### src/rtl/csr_arb_pkg.sv
// Shared types and constants for the CSR bus arbiter: FSM states, modify codes,
// default idle address and the latched transaction record.
package csr_arb_pkg;

    typedef enum logic [1:0] {
        IDLE    = 2'd0,
        ISSUE   = 2'd1,
        CAPTURE = 2'd2
    } arb_state_e;

    localparam logic [2:0] MOD_NONE  = 3'b000;
    localparam logic [2:0] MOD_WRITE = 3'b001;
    localparam logic [2:0] MOD_SET   = 3'b010;
    localparam logic [2:0] MOD_CLEAR = 3'b011;

    // Must not decode to any peripheral on the bus.
    localparam logic [11:0] CSR_IDLE_ADDR = 12'h000;

    typedef struct packed {
        logic        read;
        logic [2:0]  modify;
        logic [31:0] wdata;
        logic [11:0] addr;
    } csr_txn_t;

endpackage

### src/rtl/csr_arb_pick.sv
// Two-requester grant selection returning a one-hot grant.
// CSR_ARB_ROUND_ROBIN_EN selects round-robin; otherwise requester 0 has fixed priority.
module csr_arb_pick (
    input  logic [1:0] elig_i,
    input  logic       last_i,
    output logic [1:0] grant_o
);

`ifdef CSR_ARB_ROUND_ROBIN_EN
    // On a tie the requester that was not granted last wins.
    always_comb begin
        if (elig_i == 2'b11) begin
            grant_o = last_i ? 2'b01 : 2'b10;
        end else begin
            grant_o = elig_i;
        end
    end
`else
    logic unused_last;
    assign unused_last = last_i;

    always_comb begin
        if (elig_i[0]) begin
            grant_o = 2'b01;
        end else begin
            grant_o = {elig_i[1], 1'b0};
        end
    end
`endif

endmodule

### src/rtl/csr_bus_arbiter.sv
// Shares the CSR peripheral bus between the core (req 0) and the debug agent (req 1),
// one 3-cycle transaction at a time. CSR_ARB_ROUND_ROBIN_EN enables round-robin grants.
module csr_bus_arbiter
    import csr_arb_pkg::*;
#(
    parameter int          NPERIPH   = 6,
    parameter logic [11:0] IDLE_ADDR = CSR_IDLE_ADDR
) (
    input  logic                   clk,
    input  logic                   rstn,
    input  logic [1:0]             req,
    input  logic [1:0]             req_read,
    input  logic [5:0]             req_modify,
    input  logic [63:0]            req_wdata,
    input  logic [23:0]            req_addr,
    output logic [1:0]             ack,
    output logic [31:0]            rdata,
    output logic                   hit,
    output logic                   bus_read,
    output logic [2:0]             bus_modify,
    output logic [31:0]            bus_wdata,
    output logic [11:0]            bus_addr,
    input  logic [32*NPERIPH-1:0]  periph_rdata,
    input  logic [NPERIPH-1:0]     periph_valid
);

    arb_state_e  state_q, state_d;
    csr_txn_t    txn_q, txn_d, cand;
    logic        owner_q, owner_d;
    logic [1:0]  ack_q, ack_d;
    logic [31:0] rdata_q, rdata_d;
    logic        hit_q, hit_d;

    logic [1:0]  elig;
    logic [1:0]  grant;
    logic        grant_fire;
    logic        last_grant;
    logic [31:0] resp_rdata;
    logic        resp_hit;

    // A requester is deaf during its own ack cycle: it is dropping req right then.
    assign elig       = req & ~ack_q;
    assign grant_fire = (state_q == IDLE) && (|elig);

    csr_arb_pick u_pick (
        .elig_i  (elig),
        .last_i  (last_grant),
        .grant_o (grant)
    );

`ifdef CSR_ARB_ROUND_ROBIN_EN
    logic last_q;

    always_ff @(posedge clk or negedge rstn) begin
        if (!rstn) begin
            last_q <= 1'b1;
        end else if (grant_fire) begin
            last_q <= grant[1];
        end
    end

    assign last_grant = last_q;
`else
    assign last_grant = 1'b1;
`endif

    assign cand = grant[1] ? {req_read[1], req_modify[5:3], req_wdata[63:32], req_addr[23:12]}
                           : {req_read[0], req_modify[2:0], req_wdata[31:0],  req_addr[11:0]};

    // Response merge: peripherals drive zero when not addressed, so OR is a safe mux.
    logic [31:0] slice [NPERIPH];

    for (genvar g = 0; g < NPERIPH; g++) begin : g_slice
        assign slice[g] = periph_rdata[32*g +: 32];
    end

    always_comb begin
        resp_rdata = '0;
        for (int i = 0; i < NPERIPH; i++) begin
            resp_rdata = resp_rdata | slice[i];
        end
    end

    assign resp_hit = |periph_valid;

    // State register
    always_ff @(posedge clk or negedge rstn) begin
        if (!rstn) begin
            state_q <= IDLE;
        end else begin
            // NOTE: sequential state uses non-blocking assignments so every register samples pre-edge values.
            state_q <= state_d;
        end
    end

    // Next-state logic
    always_comb begin
        // NOTE: default every comb output first; a missed branch would otherwise infer a latch.
        state_d = state_q;
        case (state_q)
            IDLE:    if (|elig) state_d = ISSUE;
            ISSUE:   state_d = CAPTURE;
            CAPTURE: state_d = IDLE;
            default: state_d = IDLE;
        endcase
    end

    // Bus outputs: driven only in ISSUE, so modify side effects occur exactly once.
    always_comb begin
        bus_read   = 1'b0;
        bus_modify = MOD_NONE;
        bus_wdata  = '0;
        bus_addr   = IDLE_ADDR;
        if (state_q == ISSUE) begin
            bus_read   = txn_q.read;
            bus_modify = txn_q.modify;
            bus_wdata  = txn_q.wdata;
            bus_addr   = txn_q.addr;
        end
    end

    // Transaction latch and response capture
    always_comb begin
        txn_d   = txn_q;
        owner_d = owner_q;
        ack_d   = 2'b00;
        rdata_d = rdata_q;
        hit_d   = hit_q;
        if (grant_fire) begin
            txn_d   = cand;
            owner_d = grant[1];
        end
        if (state_q == CAPTURE) begin
            ack_d   = owner_q ? 2'b10 : 2'b01;
            rdata_d = resp_rdata;
            hit_d   = resp_hit;
        end
    end

    always_ff @(posedge clk or negedge rstn) begin
        if (!rstn) begin
            txn_q   <= '{read: 1'b0, modify: MOD_NONE, wdata: '0, addr: IDLE_ADDR};
            owner_q <= 1'b0;
            ack_q   <= 2'b00;
            rdata_q <= '0;
            hit_q   <= 1'b0;
        end else begin
            txn_q   <= txn_d;
            owner_q <= owner_d;
            ack_q   <= ack_d;
            rdata_q <= rdata_d;
            hit_q   <= hit_d;
        end
    end

    assign ack   = ack_q;
    assign rdata = rdata_q;
    assign hit   = hit_q;

endmodule

### config.mk
export PLATFORM = sky130hd
export DESIGN_NAME = csr_bus_arbiter
export DESIGN_NICKNAME = d
export VERILOG_FILES = /design/src/rtl/csr_arb_pkg.sv /design/src/rtl/csr_arb_pick.sv /design/src/rtl/csr_bus_arbiter.sv
export SDC_FILE = /design/constraint.sdc
export NUM_CORES = 1
export LEC_CHECK = 0
export CELL_PAD_IN_SITES_DETAIL_PLACEMENT = 1
export CELL_PAD_IN_SITES_GLOBAL_PLACEMENT = 1
export CORE_UTILIZATION = 19
export DETAILED_ROUTE_END_ITERATION = 6
export PLACE_DENSITY_LB_ADDON = 0.08
export SKIP_CTS_REPAIR_TIMING = 1
export SYNTH_ARGS = -nofsm -noshare
export SYNTH_HDL_FRONTEND = slang
export SYNTH_SLANG_ARGS = --single-unit
### constraint.sdc
create_clock -name clk -period 1.6 [get_ports clk]
set_clock_uncertainty 0.15 [all_clocks]
set_input_delay 0.32 -clock clk [delete_from_list [all_inputs] [get_ports clk]]
set_output_delay 0.32 -clock clk [all_outputs]
set_load 0.05 [all_outputs]
; ---- Word-level counts from Yosys, hierarchy flattened
; Cells that the tools add are included.
[totals]
register_bits = 86
output_inout_bits = 83
wordCells = 33
[op_classes]
eq_ne = 3
n_mux = 10
n_bitwise = 7
n_reduce_logical = 4
[ops]
columns = op, n
row1 = $or A32 B32 Y32, 5
row2 = $mux W48, 1
row3 = $mux W32, 1
row4 = $mux W12, 1
row5 = $mux W2, 4
row6 = $reduce_or A6 Y1, 1
row7 = $pmux W2 S2, 1
row8 = $mux W3, 1
row9 = $and A2 B2 Y2, 1
row10 = $eq A2 B1 Y1 const B, 1
row11 = $eq A2 B2 Y1 const B, 1
row12 = $logic_not A2 Y1, 1
row13 = $ne A2 B1 Y1 const B, 1
row14 = $not A2 Y2, 1
row15 = $reduce_or A2 Y1, 1
row16 = $logic_and A1 B1 Y1, 1
row17 = $mux W1, 1

; ---- Logic depth before layout (Yosys ltp)
[depth]
depth_word = 5
ltp_mapped = 5
ltp_nobuf = 3

; ---- Modules after synthesis
; From an unflattened synthesis, not the netlist that was laid out.
[hier_totals]
cells_unflattened = 398
hier_area_um2 = 4750.8
[modules_own_cells]
columns = mod, instances, cells_per_inst, area_per_inst_um2, seq_area_each_um2
row1 = csr_bus_arbiter, 1, 396, 4729.5, 2152.1
row2 = csr_arb_pick, 1, 2, 21.3, 0.0

; ---- Worst setup path after synthesis
; No wires, ideal clock.
[synth_timing]
kind = register to output
from = register state_q[1]
to = output bus_wdata[12]
t_arrival_ps = 1432
t_required_ps = 1130
path_slack_ps = -302
path_stages_with_launch = 5
path_cell_list = dfrtp_1 -> and2b_1 -> buf_2 -> clkbuf_1 -> and2_1
[synth_between]
elab_chain_cells = 2
[synth_rtl]
columns = element, line_no
row1 = from (decl), csr_bus_arbiter.sv:27  ; arb_state_e state_q, state_d;
row2 = from (signal assigned), csr_bus_arbiter.sv:92  ; state_q <= state_d;
row3 = $eq A2 B1 Y1, csr_bus_arbiter.sv:114  ; if (state_q == ISSUE) begin
row4 = $mux W32, csr_bus_arbiter.sv:114
row5 = to (decl), csr_bus_arbiter.sv:21  ; output logic [31:0] bus_wdata,
; Every way passes these cells.

; ---- Worst setup path in the final report
[layout_timing]
from = register state_q[1]
to = output bus_wdata[0]
; Same word-level chain as after synthesis.

==> run_results.csv <==
group,metric,value,unit
route,firstDrtPassIters,4,
layout,n_fill_cell,2239,
placement,place_congestion,0.821,
route,routed_wire_length,23500,um
worst_setup_path,worst_setup_path_start_kind,"flop",
worst_setup_path,reg2reg_to,"txn_q[28]",
clock_network,clock_tree.buffer_depth,2,
logic_synthesis,yosys_reg_bits,86,
timing,final_period_demand_of_the_worst_path,2010,ps
layout,stdcell_count,1093,
global_route,globalRouteOverflowTotal,0,
floorplan,fp.dieW,151,um
clock_network,numClockSinks,86,
route,ant_nets,0,
logic_synthesis,synthCells,401,
layout,mostFrequentLayoutCell,"sky130_fd_sc_hd__clkdlybuf4s50_1",
placement,place.detailed.hpwl,17200,um
floorplan,pin_count,381,
worst_setup_path,type_of_destination_of_the_critical_path,"output port",
worst_setup_path,path_delay_family,"simple AND/OR/NAND/NOR gates",
clock_network,cts_root_buffer,"sky130_fd_sc_hd__clkbuf_16",
timing,slew_violations,0,
floorplan,rows,54,
floorplan,core,21800,um2
logic_synthesis,synth_nets,699,
logic_synthesis,ys_warn_count,0,
route,vias,4925,
layout,nNetsFinal,1100,
worst_setup_path,critical_path_required,1130,ps
timing,worst_pin_slew,330,ps
logic_synthesis,synthDistinctLibCells,21,
worst_setup_path,worst-setup-path-type,"flop to output port",
worst_setup_path,rrSetupSlack,-190,ps
clock_network,cts_tree,"built",
global_route,grt_pass1_vias,5422,
power_and_ir_drop,internal-power,12100,uW
global_route,grt_pass1_wl,31200,um
worst_setup_path,worst-path-buf-inv,2,
worst_setup_path,path_cells,"and2b_4 > buf_12 > and2_2 > buf_12",
timing,final.setup.worst_slack,-413,ps
timing,report.final.setup_viol,97,
route,detail_route.drc_violations,0,
logic_synthesis,synth.avg_cell_area,10.5,um2
floorplan,initial_utilization,19.4,%
power_and_ir_drop,sequentialPowerShare,20.1,%
clock_network,htree_num_levels,3,
run_status,outcome,"complete, but fails checks",
layout,final_cell_mix,"296 x sky130_fd_sc_hd__clkdlybuf4s50_1, 94 x sky130_fd_sc_hd__buf_12, 84 x sky130_fd_sc_hd__dfrtp_1, 46 x sky130_fd_sc_hd__nand2b_1, 39 x sky130_fd_sc_hd__o221a_4",
timing,slew_headroom,78.0,%
power_and_ir_drop,irDropWorstVdd,0.712,mV
global_route,grt_start_max_net_pins,69,
clock_network,cts_made_buffers,9,
timing,unrepaired_setup_endpoints_after_global_routing,"yes",
worst_setup_path,rr_worst_depth,7,
floorplan,chipHeight,151,um
clock_network,clk_pin_slew_worst_paths,70,ps
route,wire_per_inst,21.5,um
worst_hold_path,timing.hold.worst.class,"input pin to async pin",
power_and_ir_drop,post-layout-total-power,21000,uW
power_and_ir_drop,power_per_cell_area,2000,nW/um2
logic_synthesis,synth_seq_area_share,50.9,%
floorplan,fp.dieArea,22900,um2
power_and_ir_drop,total_net_switching_power,8920,uW
route,drtIter0Drc,107,
timing,report.final.hold_viol_count,0,
power_and_ir_drop,p_comb_share,70.7,%
power_and_ir_drop,total_leakage_power,0.00414,uW
worst_setup_path,critical-path-slowest-cell,"sky130_fd_sc_hd__dfrtp_1",
worst_setup_path,critPathMaxStageDelay,380,ps
placement,placed_cells_incl_taps,1050,
global_route,grt_use_total,18.7,%
route,detail_route.vias_per_cell,4.51,
layout,layout-drive-gt1-share,30.1,%
clock_network,worst_skew_pair.late_latency,340,ps
worst_setup_path,critical_path_arrival,1540,ps
timing,fmax,497,MHz
worst_setup_path,path_max_fanout,19,
run,cap_viol_max_count,0,
global_route,grt_antenna_before_repair,9,
placement,portBuffers,380,
worst_setup_path,crit_path_frequent_cell,"sky130_fd_sc_hd__buf_12",
logic_synthesis,syn-cell-area,4230,um2
power_and_ir_drop,netSwitchingFraction,42.4,%
timing,layout_worst_path_cycle_share,126,%
worst_setup_path,crit-reg2reg-launch,"state_q[1]",
run_status,violations,"setup timing",
layout,layout-area-overhead-vs-synth,148,%
power_and_ir_drop,pwr-share-clk,9.2,%
-- sequential cells by signal (all words and copies together) (netlist names) --
name     cells
ack          2
hit          1
owner_q      1
rdata       32
state_q      2
txn_q       48
-- worst max path at each step --
stage	startpoint	end	slack, ps	cells after the start
after global routing	state_q[1]	bus_wdata[9]	-480	4
after global placement	req[0]	txn_q[36]	-310	5
after floorplan	state_q[1]	bus_addr[5]	-60	3
final	state_q[1]	bus_wdata[0]	-410	4
after detailed placement	req[0]	txn_q[27]	-360	5
after CTS	state_q[1]	bus_wdata[11]	-510	4
-- metrics by stage --
stage	instance area (um2)	util [%]	setup WS, ps	hold WS (ps)	setup TNS, ps
6_report	10500	48.1	-413	268	-25860
5_1_grt	10500	48.0	-484	276	-32190
4_1_cts	9740	44.6	-509	-289	-24870
3_5_place_dp	9480	43.4	-355	92.9	-26760
3_3_place_gp	9480	43.4	-314	90.0	-23950
2_1_floorplan	4430	-	-58.6	-126	-1830
-- cells by family (layout without fill, tap and decap cells) --
group                  after synthesis  after routing  synth area share, %
AND/OR/NAND/NOR                    204            204                 28.6
flip-flops                          86             86                 50.9
buffers and inverters               28            433                 3.46
other                                0              7                    0
AO/OA/AOI/OAI                       83             83                 17.1
-- synth_stat cells --
cell type	n	area share [%]
sky130_fd_sc_hd__nand4b_2	1	0.35
sky130_fd_sc_hd__inv_1	1	0.089
sky130_fd_sc_hd__o221a_2	48	13
sky130_fd_sc_hd__dfrtp_1	86	51
sky130_fd_sc_hd__a21boi_2	1	0.27
sky130_fd_sc_hd__and2_1	48	7.1
sky130_fd_sc_hd__buf_4	1	0.18
sky130_fd_sc_hd__nand2b_1	50	7.4
sky130_fd_sc_hd__or4_1	33	5.9
sky130_fd_sc_hd__nor3_1	33	3.9
sky130_fd_sc_hd__buf_6	3	0.80
sky130_fd_sc_hd__nor2_2	1	0.15
sky130_fd_sc_hd__o21ai_0	34	4.0
sky130_fd_sc_hd__clkbuf_1	10	0.89
sky130_fd_sc_hd__nand2_1	33	2.9
sky130_fd_sc_hd__nor2_1	2	0.18
sky130_fd_sc_hd__and2b_1	1	0.18
sky130_fd_sc_hd__nand2b_2	1	0.21
sky130_fd_sc_hd__buf_2	12	1.4
sky130_fd_sc_hd__buf_1	1	0.089
sky130_fd_sc_hd__nor4b_2	1	0.35
-- power groups by stage --
stage | Sequential, uW | Clock (uW) | Combinational [uW]
finish | 4230 | 1930 | 14900
global route | 4370 | 2090 | 15600
CTS | 4150 | 2020 | 13200
detailed placement | 4170 | 0 | 13200
global placement | 4110 | 0 | 13000
floorplan | 5340 | 0 | 5210
-- layer usage --
metal	wire length (um)	GRT usage [%]
met5	37	0
met4	402	6.35
met3	1950	6.63
met2	12800	34.9
met1	8260	19.0
-- cell type report --
cell class | instances | area, um2 | share of cell area [%]
flip-flops and latches | 86 | 2150 | 20.5
well taps | 280 | 350 | 3.34
multi-input cells | 287 | 2440 | 23.3
diodes | 7 | 17.5 | 0.167
inverters | 1 | 3.75 | 0.0358
repair buffers | 417 | 5270 | 50.2
clock buffers | 11 | 233 | 2.22
clock inverters | 4 | 25.0 | 0.238
-- worst register-to-register path, cell delays in order, from the launching register on --
cell and delay [ps]:
sky130_fd_sc_hd__dfrtp_1 380, sky130_fd_sc_hd__buf_4 130, sky130_fd_sc_hd__buf_6 120, sky130_fd_sc_hd__nor4b_4 290, sky130_fd_sc_hd__buf_6 210, sky130_fd_sc_hd__clkbuf_16 180, sky130_fd_sc_hd__nand2b_1 80, sky130_fd_sc_hd__o221a_4 130
Power figures use the tool's default switching activity.
